## config.mk

```make
export PLATFORM = sky130hd
export DESIGN_NAME = ne_fp_norm_lzc_w16s4
export DESIGN_NICKNAME = d
export VERILOG_FILES = /design/src/rtl/ne_fp_norm_lzc_w16s4.sv
export SDC_FILE = /design/constraint.sdc
export NUM_CORES = 1
export LEC_CHECK = 0
export ABC_CLOCK_PERIOD_IN_PS = 3100
export CORE_MARGIN = 5
export CORE_UTILIZATION = 48
export CTS_CLUSTER_DIAMETER = 60
export CTS_CLUSTER_SIZE = 8
export DETAILED_ROUTE_END_ITERATION = 12
export PLACE_DENSITY = 0.76
export SYNTH_ARGS = -nofsm -noshare
export SYNTH_HDL_FRONTEND = slang
export SYNTH_HIERARCHICAL = 1
export SYNTH_SLANG_ARGS = --single-unit
```

## constraint.sdc

```tcl
create_clock -name clk -period 3.1 [get_ports clk]
set_clock_uncertainty 0.15 [all_clocks]
set_input_delay 0.62 -clock clk [delete_from_list [all_inputs] [get_ports clk]]
set_output_delay 0.62 -clock clk [all_outputs]
set_load 0.1 [all_outputs]
```

## src/rtl/ne_fp_norm_lzc_w16s4.sv

```systemverilog
//==============================================================================
// Module   : ne_fp_norm_lzc_w16s4
// Brief    : Two-stage LZC + left-shift normaliser with exponent rebias.
//            Optional macro NE_NORM_UF_FLUSH_EN: flush mantissa to zero on
//            exponent underflow (default build keeps gradual underflow).
// Revision : 1.0 - initial release
//==============================================================================
`default_nettype none

module ne_fp_sfl_blk_w16s4 #(
  parameter int BW_DATA = 16,
  parameter int BW_SF   = 4,
  parameter bit SIGNED  = 1'b0
) (
  input  logic [BW_DATA-1:0] din,
  input  logic [BW_SF-1:0]   sf,
  output logic [BW_DATA-1:0] dout
);

  logic [BW_DATA-1:0] w_stg [BW_SF+1];

  assign w_stg[0] = din;

  // Log-depth barrel: stage i shifts by 2**i when sf[i] is set.
  for (genvar i = 0; i < BW_SF; i++) begin : g_stage
    assign w_stg[i+1] = sf[i] ? (w_stg[i] << (1 << i)) : w_stg[i];
  end

  if (SIGNED) begin : g_signed
    assign dout = {din[BW_DATA-1], w_stg[BW_SF][BW_DATA-2:0]};
  end else begin : g_unsigned
    assign dout = w_stg[BW_SF];
  end

endmodule

module ne_fp_norm_lzc_w16s4 #(
  parameter int BW_MANT = 16,
  parameter int BW_SF   = 4,
  parameter int BW_EXP  = 8
) (
  input  logic               clk,
  input  logic               rst,
  input  logic               in_vld,
  output logic               in_rdy,
  input  logic [BW_MANT-1:0] in_mant,
  input  logic [BW_EXP-1:0]  in_exp,
  output logic               out_vld,
  input  logic               out_rdy,
  output logic [BW_MANT-1:0] out_mant,
  output logic [BW_EXP-1:0]  out_exp,
  output logic               out_zero,
  output logic               out_uf
);

  logic               r_s1_vld;
  logic [BW_MANT-1:0] r_s1_mant;
  logic [BW_EXP-1:0]  r_s1_exp;
  logic [BW_SF-1:0]   r_s1_lzc;
  logic               r_s1_zero;

  logic               r_s2_vld;
  logic [BW_MANT-1:0] r_s2_mant;
  logic [BW_EXP-1:0]  r_s2_exp;
  logic               r_s2_zero;
  logic               r_s2_uf;

  logic               w_s1_adv;
  logic               w_s2_adv;
  logic [BW_SF-1:0]   w_lzc;
  logic [BW_EXP:0]    w_diff;
  logic [BW_SF-1:0]   w_sh;
  logic [BW_MANT-1:0] w_shifted;
  logic [BW_MANT-1:0] w_s2_mant;
  logic [BW_EXP-1:0]  w_s2_exp;
  logic               w_s2_uf;

  assign w_s2_adv = ~r_s2_vld | out_rdy;
  assign w_s1_adv = ~r_s1_vld | w_s2_adv;
  assign in_rdy   = w_s1_adv;

  // Highest set bit wins (last assignment); all-zero input leaves lzc at 0.
  always_comb begin
    w_lzc = '0;
    for (int i = 0; i < BW_MANT; i++) begin
      if (in_mant[i]) w_lzc = BW_SF'(BW_MANT - 1 - i);
    end
  end

  always_ff @(posedge clk or posedge rst) begin
    if (rst) begin
      r_s1_vld  <= 1'b0;
      r_s1_mant <= '0;
      r_s1_exp  <= '0;
      r_s1_lzc  <= '0;
      r_s1_zero <= 1'b0;
    end else if (w_s1_adv) begin
      r_s1_vld <= in_vld;
      if (in_vld) begin
        r_s1_mant <= in_mant;
        r_s1_exp  <= in_exp;
        r_s1_lzc  <= w_lzc;
        r_s1_zero <= (in_mant == '0);
      end
    end
  end

  // Borrow out of the widened subtract flags underflow.
  assign w_diff = {1'b0, r_s1_exp} - {{(BW_EXP+1-BW_SF){1'b0}}, r_s1_lzc};

  // On underflow exp < lzc <= 15, so exp fits the shift field without loss.
  assign w_sh = (w_diff[BW_EXP] && !r_s1_zero) ? r_s1_exp[BW_SF-1:0] : r_s1_lzc;

  ne_fp_sfl_blk_w16s4 #(
    .BW_DATA (BW_MANT),
    .BW_SF   (BW_SF),
    .SIGNED  (1'b0)
  ) u_sfl (
    .din  (r_s1_mant),
    .sf   (w_sh),
    .dout (w_shifted)
  );

  always_comb begin
    w_s2_mant = w_shifted;
    w_s2_exp  = w_diff[BW_EXP-1:0];
    w_s2_uf   = 1'b0;
    if (r_s1_zero) begin
      w_s2_mant = '0;
      w_s2_exp  = '0;
    end else if (w_diff[BW_EXP]) begin
      w_s2_uf  = 1'b1;
      w_s2_exp = '0;
`ifdef NE_NORM_UF_FLUSH_EN
      w_s2_mant = '0;
`else
      w_s2_mant = w_shifted;
`endif
    end
  end

  always_ff @(posedge clk or posedge rst) begin
    if (rst) begin
      r_s2_vld  <= 1'b0;
      r_s2_mant <= '0;
      r_s2_exp  <= '0;
      r_s2_zero <= 1'b0;
      r_s2_uf   <= 1'b0;
    end else if (w_s2_adv) begin
      r_s2_vld <= r_s1_vld;
      if (r_s1_vld) begin
        r_s2_mant <= w_s2_mant;
        r_s2_exp  <= w_s2_exp;
        r_s2_zero <= r_s1_zero;
        r_s2_uf   <= w_s2_uf;
      end
    end
  end

  assign out_vld  = r_s2_vld;
  assign out_mant = r_s2_mant;
  assign out_exp  = r_s2_exp;
  assign out_zero = r_s2_zero;
  assign out_uf   = r_s2_uf;

endmodule

`default_nettype wire

```

Word-level counts from Yosys, hierarchy flattened
Cells that the tools add are included.
{"block": "totals", "register_bits": 57, "out_inout_bits": 28, "elab_cells": 46}
{"block": "op_classes", "addsub": 1, "mux": 26, "n_bitwise": 4, "reduce_logical": 5}
{"cell": "$mux 16", "n": 5}
{"cell": "$mux 4", "n": 17}
{"cell": "$logic_not 16->1", "n": 1}
{"cell": "$mux 8", "n": 2}
{"cell": "$sub 8x4->9", "n": 1}
{"cell": "$reduce_and 2->1", "n": 2}
{"cell": "$mux 1", "n": 2}
{"cell": "$not 1->1", "n": 2}
{"cell": "$or 1x1->1", "n": 2}
{"cell": "$logic_and 1x1->1", "n": 1}
{"cell": "$logic_not 1->1", "n": 1}

Longest topological paths before layout
Gate-level depths: netlist (run 1).
{"block": "logic_depth", "ltp_word": 16, "mapped_depth": 17, "mapped_depth_nobuf": 15}

Cells and area by module
Netlist (run 1), hierarchy kept.
{"module": "ne_fp_norm_lzc_w16s4", "instances": 1, "cells_each": 262, "area_per_inst_um2": 2652.5, "seq_area_each_um2": 1426.4}
{"module": "ne_fp_sfl_blk_w16s4", "instances": 1, "cells_each": 99, "area_per_inst_um2": 721.9, "seq_area_each_um2": 0.0}

Worst setup path after synthesis (run 1)
No wires, ideal clock.
{"block": "synth_timing", "path_type": "register -> register", "start": "register r_s2_vld (netlist: out_vld)", "end": "register r_s1_mant[15]", "setup_time_ps": 127, "t_arrival_ps": 3057, "required_ps": 2823, "path_slack_ps": -234, "path_stages_with_launch": 6, "cell_sequence": "dfrtp_1 nand3b_1 and2_1 buf_2 buf_4 mux2_1"}
{"block": "synth_between", "elab_chain_len": 4}
{"element": "start: declaration", "line": "62", "text": "logic r_s2_vld;"}
{"element": "start signal: assignment", "line": "150", "text": "r_s2_vld <= r_s1_vld;"}
{"element": "$not 1->1", "line": "78", "text": "assign w_s2_adv = ~r_s2_vld | out_rdy;"}
{"element": "$or 1x1->1", "line": "78"}
{"element": "$or 1x1->1", "line": "79", "text": "assign w_s1_adv = ~r_s1_vld | w_s2_adv;"}
{"element": "via in_rdy", "line": "45", "text": "output logic in_rdy,"}
{"element": "$reduce_and 2->1 (no source line)"}
{"element": "end signal: assignment", "line": "100", "text": "r_s1_mant <= in_mant;"}
{"element": "end: declaration", "line": "57", "text": "logic [BW_MANT-1:0] r_s1_mant;"}
The timed path passes the listed nets, and every way through them passes these cells.
A chain may end at the register's enable or synchronous reset.

Worst setup path in the final report (run 1)
{"block": "layout_timing", "start": "register r_s1_exp[0]", "end": "register r_s2_mant[10] (netlist: out_mant[10])"}
{"block": "layout_between", "elab_chain_len": 8}
{"element": "start: declaration", "line": "58", "text": "logic [BW_EXP-1:0] r_s1_exp;"}
{"element": "start signal: assignment", "line": "101", "text": "r_s1_exp <= in_exp;"}
{"element": "$sub 8x4->9", "line": "109", "text": "assign w_diff = {1'b0, r_s1_exp} - {{(BW_EXP+1-BW_SF){1'b0}}, r_s1_lzc};"}
{"element": "$logic_and 1x1->1", "line": "112", "text": "assign w_sh = (w_diff[BW_EXP] && !r_s1_zero) ? r_s1_exp[BW_SF-1:0] : r_s1_lzc;"}
{"element": "$mux 4 *", "line": "112"}
{"element": "$mux 16 (3 in a row)", "line": "26", "text": "assign w_stg[i+1] = sf[i] ? (w_stg[i] << (1 << i)) : w_stg[i];"}
{"element": "$mux 16 *", "line": "26"}
{"element": "via w_shifted[10]", "line": "73", "text": "logic [BW_MANT-1:0] w_shifted;"}
{"element": "$mux 16 *", "line": "128", "text": "if (r_s1_zero) begin"}
{"element": "end signal: assignment", "line": "152", "text": "r_s2_mant <= w_s2_mant;"}
{"element": "end: declaration", "line": "63", "text": "logic [BW_MANT-1:0] r_s2_mant;"}
Mark *: on every way through the listed nets, which the timed path passes. The rest lies on a longest branch.

==> run metrics, run 1 <==
leakage=0.00228 µW; Layout Utilization=74.9%; Worst-Margin Slew=0.577 ns; Seq/Total Area, Yosys=42.3%; slew margin rel.=61.5%; Yosys top cell area share=42.3%; fraction of layout cells with a size suffix above 1=about 41%; Synth Area per Inst=9.35 µm²; synthesized flop and latch total=57; Comb power frac=53.3%; DRT Wirelength=11100 µm; max frequency=around 280 MHz; Filler Cells Inserted=around 450; Worst Path Required=roughly 3.2 ns; maxcap violations=0; IO Port Bufs=55; CTS Root Cell=clkbuf_8; Power Density=785 nW/µm²; # diodes=0; Yosys top cell by area=dfrtp_1; switching power=1840 µW; crit-path max FO=9; Max Slew Vio Count=0; Sw Ratio=between 40% and 50%; final number of setup-violating endpoints=17; vias in the first global route=3502; drt first pass iters=5; Worst-Skew Late Latency=around 0.33 ns; final worst setup slack=-0.426 ns; cell row count=30; Flop pwr share=25.7%; Synth-to-Final Area Change=51.7%; Cell Area, Placed=4270 µm²; clk slew on worst S/H paths=0.07 ns; ranking of synthesized cells by area=dfrtp_1, nand2_1, mux2_2, nand2b_1, mux2i_1; cell count after synthesis=361; final non-filler cell area=5120 µm²; Final nets=about 530; number of distinct library cells after synthesis=62; WL per Instance=18.8 µm; Arr. time, crit path=3.63 ns; Synth Warn #=6; DRT iter0 DRCs=344; status=finished, violations left; CTS tree=yes; Clk pwr share=21.0%; die width=93.8 µm; grt ovf=0; CP startpoint kind=flop; total number of vias=3414; Internal=roughly 2200 µW; pre-CTS setup slack=-0.306 ns; Total GRT Usage=26.1%; first-pass GRT wire length=around 18000 µm; synth cell count leaders=nand2_1, dfrtp_1, nand2b_1; antenna violations before repair=0; Post-synth ARST share=100%; pin count of the biggest net entering global routing=45; io pins=56; Final GP Congestion=0.885; syn_nets=394; final hold vios=0; die area=8810 µm²; Tightest Hold Check Type=reg -> reg; remaining antenna violation count after routing=0; failing checks=negative setup slack; worst vdd ir=0.000305 V; DIE HEIGHT=93.8 µm; Starting Density=49.4%; CTS Buffer Depth=2; Max H-tree Level=3; GR peak layer=met2; HPWL Detailed=6610 µm; Final Critical Period=3.53 ns; WS Path Type=reg -> reg; ys flop type=dfrtp_1; GR met1 Demand/Resource=between 30% and 40%; Final Cycle Share=114%; number of synthesized flops with an enable pin=0; CP Capture Type=flop; GR Util met2=41.6%; cts bufs inserted=9; Residual DRC=0; global routing usage on met3=5.37%; RSZ-0062 raised after global routing=yes; most numerous cell in the Yosys netlist=nand2_1; Mapped Area=roughly 3400 µm²; core region area=6830 µm²; clk sinks=57; via/cell ratio=roughly 5.8
-- worst paths after layout --
path	from	endpoint	slack, ns	cells past startpoint
worst max register to register	r_s1_exp[0]	out_mant[10]	-0.43	17
worst max-delay path	r_s1_exp[0]	out_mant[10]	-0.43	17
max in group asynchronous	rst	out_vld	1.73	3
worst min-delay path	out_mant[6]	out_mant[6]	0.33	2
min in group asynchronous	rst	out_exp[2]	0.51	2
worst min register to register	out_mant[6]	out_mant[6]	0.33	2
-- area by class of cell --
class	count	area, µm²	area share, %
multi-input cells	271	2090	40.9
flip-flops and latches	57	1430	27.9
repair buffers	138	1170	22.8
clock buffers	9	124	2.42
well taps	96	120	2.35
clock inverters	7	119	2.32
inverters	14	62.6	1.22
repair inverters	1	7.51	0.147
-- sequential cells by signal, indices dropped and copies added (netlist names), 4 cells and up --
register and flops:
r_s1_lzc 4, out_exp 8, r_s1_exp 8, r_s1_mant 16, out_mant 16
-- stage by stage --
step / setup TNS [ns] / hold slack, ns / cells / power [µW]
2_1_floorplan: -0.0908 / 0.300 / 361 / 2320
3_3_place_gp: -1.44 / 0.314 / 539 / 2780
3_5_place_dp: -3.56 / 0.324 / 539 / 2800
4_1_cts: -3.45 / 0.338 / 592 / 3850
5_1_grt: -5.84 / 0.374 / 593 / 4180
6_report: -4.12 / 0.328 / 593 / 4020
-- power by group through the flow --
stage / logic [µW] / registers, µW / clock network [µW]
after global routing: 2230 / 1050 / 900
final: 2140 / 1030 / 843
after CTS: 1980 / 1020 / 857
after detailed placement: 1780 / 1020 / 0
after global placement: 1760 / 1020 / 0
after floorplan: 548 / 1770 / 0
-- cells by family after synthesis --
group | after synthesis | share of synthesized area (%)
flip-flops | 57 | 42.3
XOR/XNOR | 3 | 0.779
adder cells (fa/ha/maj) | 5 | 2.08
multiplexers | 43 | 14.5
AO/OA/AOI/OAI | 74 | 14.3
AND/OR/NAND/NOR | 144 | 21.2
buffers and inverters | 35 | 4.78
-- cells in the final DEF (no fill, tap or decap), drive strengths merged, types with 2 or more instances in the layout --
cell type and instances:
a211oi 5, a21oi 8, a221o 3, a22oi 2, a32oi 2, and3 2, buf 111, bufinv 3
clkbuf 9, clkdlybuf4s50 27, clkinv 3, clkinvlp 4, dfrtp 57, ha 4, inv 12, mux2 27
mux2i 16, mux4 2, nand2 69, nand2b 26, nand3 3, nand4 2, nor2 15, nor2b 5
nor3 6, nor4 5, nor4b 3, o211ai 3, o21a 3, o21ai 32, o22ai 3, o31a 2
o31ai 2, or3 2, xnor2 2
-- critical path: stages, from the launching register on --
cell and delay, ns:
dfrtp_1 0.40, inv_2 0.09, ha_4 0.15, inv_4 0.04
fa_2 0.38, nand3_4 0.13, nand2_4 0.06, nor4_4 0.18
and2b_2 0.24, buf_6 0.13, mux2_4 0.37, buf_6 0.14
mux2i_1 0.13, a32oi_1 0.24, o21ai_1 0.16, o22ai_1 0.22
nand2b_1 0.11, o21ai_1 0.14
-- timing repair --
action,CTS,global route
setup endpoints to repair,16,19
gates cloned,3,0
buffers inserted,34,10
hold buffers,0,0
hold endpoints to repair,0,0
pin swaps,5,16
gates resized for setup,37,42
-- per-layer routing --
layer / vias up / part of all wire, % / wire length (µm)
li1: 1542 / - / -
met1: 1622 / 42 / 4630
met2: 200 / 48 / 5310
met3: 50 / 6.5 / 722
met4: 0 / 4.1 / 455
met5: - / 0 / 0
Power figures use the tool's default switching activity.
==> run 2: changes to the inputs <==
ABC_CLOCK_PERIOD_IN_PS = not set   (was 3100)
==> results of run 2 <==
Final layout, timing and power as in run 1 (identical DEF).
